**src/rtl/fetch_sequencer.sv**
```systemverilog
// Multi-cycle instruction fetch and PC sequencer feeding the instruction decoder.
// Fetches one word per instruction, strobes the decoder, waits for decode and
// execute completion, then commits the next PC or stops on halt/fault.
module fetch_sequencer #(
  parameter logic [31:0] RESET_PC   = 32'h0100_0000,
  parameter logic [31:0] IMEM_BASE  = 32'h0100_0000,
  parameter int          IMEM_WORDS = 1024
) (
  input  logic        clk,
  input  logic        rst,
  output logic        imem_req,
  output logic [31:0] imem_addr,
  input  logic        imem_valid,
  input  logic [31:0] imem_rdata,
  output logic [31:0] instruction,
  output logic        decode,
  input  logic        id_comp,
  input  logic        halt,
  input  logic [1:0]  PCsel,
  input  logic        branch,
  input  logic        branch_taken,
  input  logic [31:0] imm,
  input  logic [31:0] alu_out,
  input  logic        exec_done,
  output logic [31:0] pc,
  output logic [31:0] pc_plus4,
  output logic        halted,
  output logic        fault,
  output logic [31:0] retired
);

  localparam logic [31:0] IMEM_LAST = IMEM_BASE + 32'(4 * IMEM_WORDS) - 32'd4;
  localparam logic [31:0] NOP_INSN  = 32'h0000_0013;

  typedef enum logic [2:0] {
    S_RST, S_FETCH, S_WAIT_IMEM, S_DECODE, S_WAIT_ID, S_WAIT_EXEC, S_HALTED
  } state_t;

  state_t      r_state;
  state_t      w_state_nxt;
  logic [31:0] r_pc;
  logic [31:0] r_instr;
  logic [31:0] r_retired;
  logic        r_fault;
  logic [31:0] w_pc_plus4;
  logic [31:0] w_next_pc;
  logic        w_sel_bad;
  logic        w_fetch_ok;
  logic        w_tgt_ok;

  // Word-aligned and inside the IMEM window.
  function automatic logic addr_legal(input logic [31:0] addr);
    return (addr >= IMEM_BASE) && (addr <= IMEM_LAST) && (addr[1:0] == 2'b00);
  endfunction

  // Next-PC selection from decoder/ALU results; PCsel=3 is an illegal target.
  always_comb begin
    w_pc_plus4 = r_pc + 32'd4;
    w_next_pc  = w_pc_plus4;
    w_sel_bad  = 1'b0;
    case (PCsel)
      2'd0: w_next_pc = w_pc_plus4;
      2'd1: w_next_pc = (branch && branch_taken) ? (r_pc + imm) : w_pc_plus4;
      2'd2: w_next_pc = {alu_out[31:1], 1'b0};
      default: begin
        w_next_pc = r_pc;
        w_sel_bad = 1'b1;
      end
    endcase
    w_fetch_ok = addr_legal(r_pc);
    w_tgt_ok   = !w_sel_bad && addr_legal(w_next_pc);
  end

  // Next-state logic; each input is only looked at in the state that owns it.
  always_comb begin
    w_state_nxt = r_state;
    case (r_state)
      S_RST:       w_state_nxt = S_FETCH;
      S_FETCH:     w_state_nxt = w_fetch_ok ? S_WAIT_IMEM : S_HALTED;
      S_WAIT_IMEM: if (imem_valid) w_state_nxt = S_DECODE;
      S_DECODE:    w_state_nxt = S_WAIT_ID;
      S_WAIT_ID:   if (id_comp) w_state_nxt = halt ? S_HALTED : S_WAIT_EXEC;
      S_WAIT_EXEC: if (exec_done) w_state_nxt = w_tgt_ok ? S_FETCH : S_HALTED;
      S_HALTED:    w_state_nxt = S_HALTED;
      default:     w_state_nxt = S_HALTED;
    endcase
  end

  // State, PC, instruction latch, fault flag and retire counter.
  always_ff @(posedge clk or posedge rst) begin
    if (rst) begin
      r_state   <= S_RST;
      r_pc      <= RESET_PC;
      r_instr   <= NOP_INSN;
      r_retired <= 32'd0;
      r_fault   <= 1'b0;
    end else begin
      r_state <= w_state_nxt;
      if (r_state == S_WAIT_IMEM && imem_valid) r_instr <= imem_rdata;
      if (r_state == S_FETCH && !w_fetch_ok) r_fault <= 1'b1;
      if (r_state == S_WAIT_EXEC && exec_done) begin
        r_retired <= r_retired + 32'd1;
        if (w_tgt_ok) r_pc <= w_next_pc;
        else          r_fault <= 1'b1;
      end
    end
  end

  assign imem_req    = (r_state == S_FETCH) && w_fetch_ok;
  assign imem_addr   = r_pc;
  assign instruction = r_instr;
  assign decode      = (r_state == S_DECODE);
  assign pc          = r_pc;
  assign pc_plus4    = w_pc_plus4;
  assign halted      = (r_state == S_HALTED);
  assign fault       = r_fault;
  assign retired     = r_retired;

endmodule

```
**config.mk**
```make
export PLATFORM = sky130hd
export DESIGN_NAME = fetch_sequencer
export DESIGN_NICKNAME = d
export VERILOG_FILES = /design/src/rtl/fetch_sequencer.sv
export SDC_FILE = /design/constraint.sdc
export NUM_CORES = 1
export LEC_CHECK = 0
export ABC_AREA = 1
export CORE_MARGIN = 3
export CORE_UTILIZATION = 45
export CTS_CLUSTER_SIZE = 28
export DETAILED_ROUTE_END_ITERATION = 16
export HOLD_SLACK_MARGIN = 0.06
export PLACE_DENSITY = 0.83
export REMOVE_ABC_BUFFERS = 1
export SKIP_LAST_GASP = 1
export SYNTH_ARGS = -nofsm -noshare
export SYNTH_HDL_FRONTEND = slang
export SYNTH_SLANG_ARGS = --single-unit
```
**constraint.sdc**
```tcl
create_clock -name clk -period 8.8 [get_ports clk]
set_input_delay 1.32 -clock clk [delete_from_list [all_inputs] [get_ports clk]]
set_output_delay 1.32 -clock clk [all_outputs]
set_load 0.01 [all_outputs]
```
==> qor_table.md <==
| Step | Metric | Value |
|:---|:---|:---|
| place | Post-DP Area | 0.01188 mm² |
| place | Final Wtd Congestion | 1.002 |
| synthesis | Cell area after synthesis | 0.009196 mm² |
| synthesis | Cell types occupying the most area after synthesis | sky130_fd_sc_hd__dfrtp_1 26%, sky130_fd_sc_hd__nand2_1 20%, sky130_fd_sc_hd__inv_1 10% |
| sta | Hold Violations, Final | 0 |
| setup path | Length in cells of the worst reg-to-reg path | 17 |
| grt | Overall fraction of global-route tracks in use | 0.2847 |
| layout | Area occupied by registers | 0.002507 mm² |
| clock tree | CTS Hold Bufs | 0 |
| clock tree | CTS Buf Count | 9 |
| grt | Total gr overflow | 0 |
| setup path | Worst Setup Path Type | input port to flop |
| synthesis | Sequential share of the synthesized area | 0.2727 |
| detailed routing | Per-cell routed wire length | 16.55 µm |
| power and ir drop | Leakage power total | 6.143 nW |
| place | HPWL Detailed | 26.08 mm |
| synthesis | Area leader, netlist | sky130_fd_sc_hd__dfrtp_1 |
| power and ir drop | Part of the total power dissipated in combinational logic | 0.346 |
| clock tree | Post-CTS setup buffer count | 0 |
| sta | Maximum frequency from static timing analysis | 205.7 MHz |
| synthesis | Count of different cell masters after synthesis | 44 |
| setup path | CP Launch Type | input port |
| synthesis | Most common cell in the netlist | sky130_fd_sc_hd__nand2_1 |
| grt | Initial antenna violation count | 0 |
| flow run | Max_cap viols | 0 |
| clock tree | Clock Latency Late Sink | 340 ps |
| setup path | Worst reg2reg setup slack | 5070 ps |
| sta | Slew @ Worst Pin | 1126 ps |
| sta | Relative max-transition margin | 0.2486 |
| layout | Final design instance area without fill | 0.01225 mm² |
| layout | Layout cells sized above 1 | 0.05437 |
| detailed routing | Iteration-0 DRC count of the detailed router | 705 |
| outcome | Outcome | finished, final reports clean |
| place | Quantity of I/O buffers inserted on ports | 268 |
| synthesis | Ys flop type | sky130_fd_sc_hd__dfrtp_1 |
| clock tree | Htree depth | 3 |
| setup path | CP endpoint kind | flop |
| sta | Number of setup violations in the final report | 0 |
| floorplanning | # IOs | 270 |
| grt | Met3 GRT Util | 0.06533 |
| layout | Number of nets in the finished design | 1828 |
| sta | Minimum clock period after layout | 4861 ps |
| setup path | Timing startpoint of the critical path | branch |
| synthesis | Post-synth ARST share | 1.000 |
| power and ir drop | Share of power burned in registers | 0.364 |
| sta | Final Cycle Share | 0.5523 |
| grt | Wire length of the first global-routing pass | 50.31 mm |
| grt | Met1 Resource Use GR | 0.3644 |
| clock tree | Clock tree from TritonCTS | yes |
| power and ir drop | Net Switching | 484.4 µW |
| grt | GR peak layer | met2 |
| detailed routing | Detailed-route wire length | 32.39 mm |
| clock tree | Maximum count of clock buffers along a single path | 2 |
| synthesis | Area share of the largest cell type after synthesis | 0.2612 |
| layout | Multi-input logic area | 0.005365 mm² |
| synthesis | Number of flip-flops and latches in the synthesized netlist | 100 |
| layout | Number of inserted diodes | 0 |
| grt | Pin count of the biggest net entering global routing | 76 |
| setup path | Worst endpoint data arrival time | 5040 ps |
| power and ir drop | Power share of the clock group | 0.289 |
| sta | Final max-slew violation count | 0 |
| power and ir drop | Internal Dissipation | 1.174 mW |
| synthesis | Number of enable flip-flop cells after synthesis | 0 |
| floorplanning | Initial standard-cell utilization of the core | 0.4649 |
| layout | Post-route core utilization | 0.6194 |
| detailed routing | Length of the first detailed-routing pass in iterations | 5 |
| floorplanning | Core region area | 0.01978 mm² |
| power and ir drop | Total power | 1.659 mW |
| layout | Fillers | 1882 |
| sta | Aggregate negative setup slack | 0 ps |
| synthesis | Total number of yosys warnings | 0 |
| synthesis | List of most frequent post-synthesis cells | 481 x sky130_fd_sc_hd__nand2_1, 245 x sky130_fd_sc_hd__inv_1, 116 x sky130_fd_sc_hd__nor2_1 |
| clock tree | Clock net sink count | 100 |
| grt | Vias in the first global route | 9602 |
| layout | P&R area growth vs syn | 33.24% |
| worst hold path | Type of the tightest min-delay check | flop to flop |
| power and ir drop | Cell Pwr Density | 135.4 mW/mm² |
| power and ir drop | Switching Share | 0.2921 |
| setup path | Source of the worst register-to-register timing path | imem_addr[2]$_DFFE_PP0P_ |
| detailed routing | Total vias in the final route | 10260 |
| worst hold path | Start point of the worst min-delay path | retired[31]$_DFFE_PP0P_ |
| detailed routing | DR vias/cell | 5.243 |
| sta | Setup Skew | 9.166 ps |
| floorplanning | Cell Rows | 51 |
| detailed routing | Remaining antenna violation count | 0 |
| worst hold path | Worst Hold Depth | 1 |
| synthesis | Syn Inst Count | 1464 |
| worst hold path | Hold Crit Endpoint | retired[31]$_DFFE_PP0P_ |
| sta | Setup repair after global routing missed its margin | no |
| clock tree | Resize count post-CTS | 0 |
| power and ir drop | Largest vdd supply drop | 0.2185 mV |
| setup path | Required time reported for the critical path endpoint | 8980 ps |
| clock tree | Cell chosen for the clock root | sky130_fd_sc_hd__clkbuf_16 |
| setup path | Peak fanout along the critical path | 32 |
| setup path | Reg-to-reg endpoint | imem_addr[12]$_DFFE_PP0P_ |
| grt | Met2 track utilization from global routing | 0.4770 |
| clock tree | Clock-pin transition on the worst setup and hold timing paths | 70 ps |
| floorplanning | Die Area | 0.02219 mm² |
| synthesis | Mean instance size in the synthesized netlist | 6.282 µm² |
| floorplanning | Vertical die dimension | 149.0 µm |
| floorplanning | Overall die width | 149.0 µm |
| detailed routing | Remaining routing DRC violations | 0 |
flip-flops by register name, summed over array words and instances, names as in the netlist:
register     cells
r_state          3
retired         32
fault            1
imem_addr       32
instruction     32
worst max path at each step:
| stage | to | slack [ps] | cells after the start |
|---|---|---|---|
| 2_1_floorplan | fault$_DFF_PP0_ | 4870 | 1 |
| 3_3_place_gp | fault$_DFF_PP0_ | 3720 | 17 |
| 3_5_place_dp | imem_addr[12]$_DFFE_PP0P_ | 3700 | 17 |
| 4_1_cts | imem_addr[12]$_DFFE_PP0P_ | 4050 | 17 |
| 5_1_grt | imem_addr[12]$_DFFE_PP0P_ | 3680 | 17 |
| 6_report | imem_addr[12]$_DFFE_PP0P_ | 3940 | 17 |
metal layers:
metal / share of wire / vias up / wire (µm)
met5: 0 / - / 0
met2: 0.47 / 494 / 15200
li1: - / 5006 / -
met1: 0.39 / 4689 / 12780
met3: 0.10 / 72 / 3341
met4: 0.033 / 0 / 1064
area by class of cell:
| class | count | area share |
|---|---|---|
| Timing Repair Buffer | 275 | 0.2232 |
| Sequential cell | 100 | 0.2046 |
| Multi-Input combinational cell | 1051 | 0.4379 |
| Clock buffer | 10 | 0.01950 |
| Clock inverter | 6 | 0.01093 |
| Inverter | 250 | 0.07679 |
| Tap cell | 265 | 0.02706 |
per-stage QoR:
stage / worst slack [ps] / instances / hold slack, ps
final: 3939 / 1957 / 491.5
after global routing: 3678 / 1957 / 503.4
after CTS: 4048 / 1957 / 491.7
after detailed placement: 3702 / 1941 / 473.4
after global placement: 3723 / 1941 / 461.5
after floorplan: 4868 / 1401 / 507.3
cell usage in the layout (no fill, tap or decap), drive strengths merged, types with 5 or more instances in the layout:
cell	netlist	routed
nor3	28	28
inv	250	251
xor2	29	29
nand3	111	111
dfrtp	96	96
mux2	32	32
buf	49	7
nor4	5	5
clkdlybuf4s50	0	268
clkbuf	14	10
a21oi	65	65
nand2	486	486
nand4	34	34
and2	5	5
xnor2	11	11
nor2	130	130
o21ai	63	63
ha	34	34
cell families after synthesis:
kind of cell / Yosys count / synth area share
AOI/OAI and AO/OA: 139 / 0.07864
buffers and inverters: 313 / 0.1439
adders and majority gates: 35 / 0.04844
muxes: 32 / 0.03918
and+or+nand+nor: 805 / 0.3790
xor gates and xnor gates: 40 / 0.03809
DFF: 100 / 0.2727
power by group through the flow:
| stage | Clock, mW | Sequential, mW | Combinational (mW) |
|---|---|---|---|
| 2_1_floorplan | 0 | 0.644 | 0.239 |
| 3_3_place_gp | 0 | 0.605 | 0.560 |
| 3_5_place_dp | 0 | 0.611 | 0.571 |
| 4_1_cts | 0.494 | 0.604 | 0.577 |
| 5_1_grt | 0.512 | 0.614 | 0.628 |
| 6_report | 0.480 | 0.604 | 0.575 |
critical path: stages:
cell,delay [ps]
sky130_fd_sc_hd__clkdlybuf4s50_1,470
sky130_fd_sc_hd__nand2_1,50
sky130_fd_sc_hd__buf_4,240
sky130_fd_sc_hd__inv_1,860
sky130_fd_sc_hd__nand3_1,250
sky130_fd_sc_hd__nand2_1,110
sky130_fd_sc_hd__nand4_1,150
sky130_fd_sc_hd__nand2_1,120
sky130_fd_sc_hd__nor2_1,40
sky130_fd_sc_hd__nand2_1,50
sky130_fd_sc_hd__nor2_1,50
sky130_fd_sc_hd__nand3_1,140
sky130_fd_sc_hd__nand4_1,150
sky130_fd_sc_hd__nor2_1,260
sky130_fd_sc_hd__nand2_1,110
sky130_fd_sc_hd__inv_1,480
sky130_fd_sc_hd__a21oi_1,160
No activity file was read; power rests on OpenSTA's default activity.
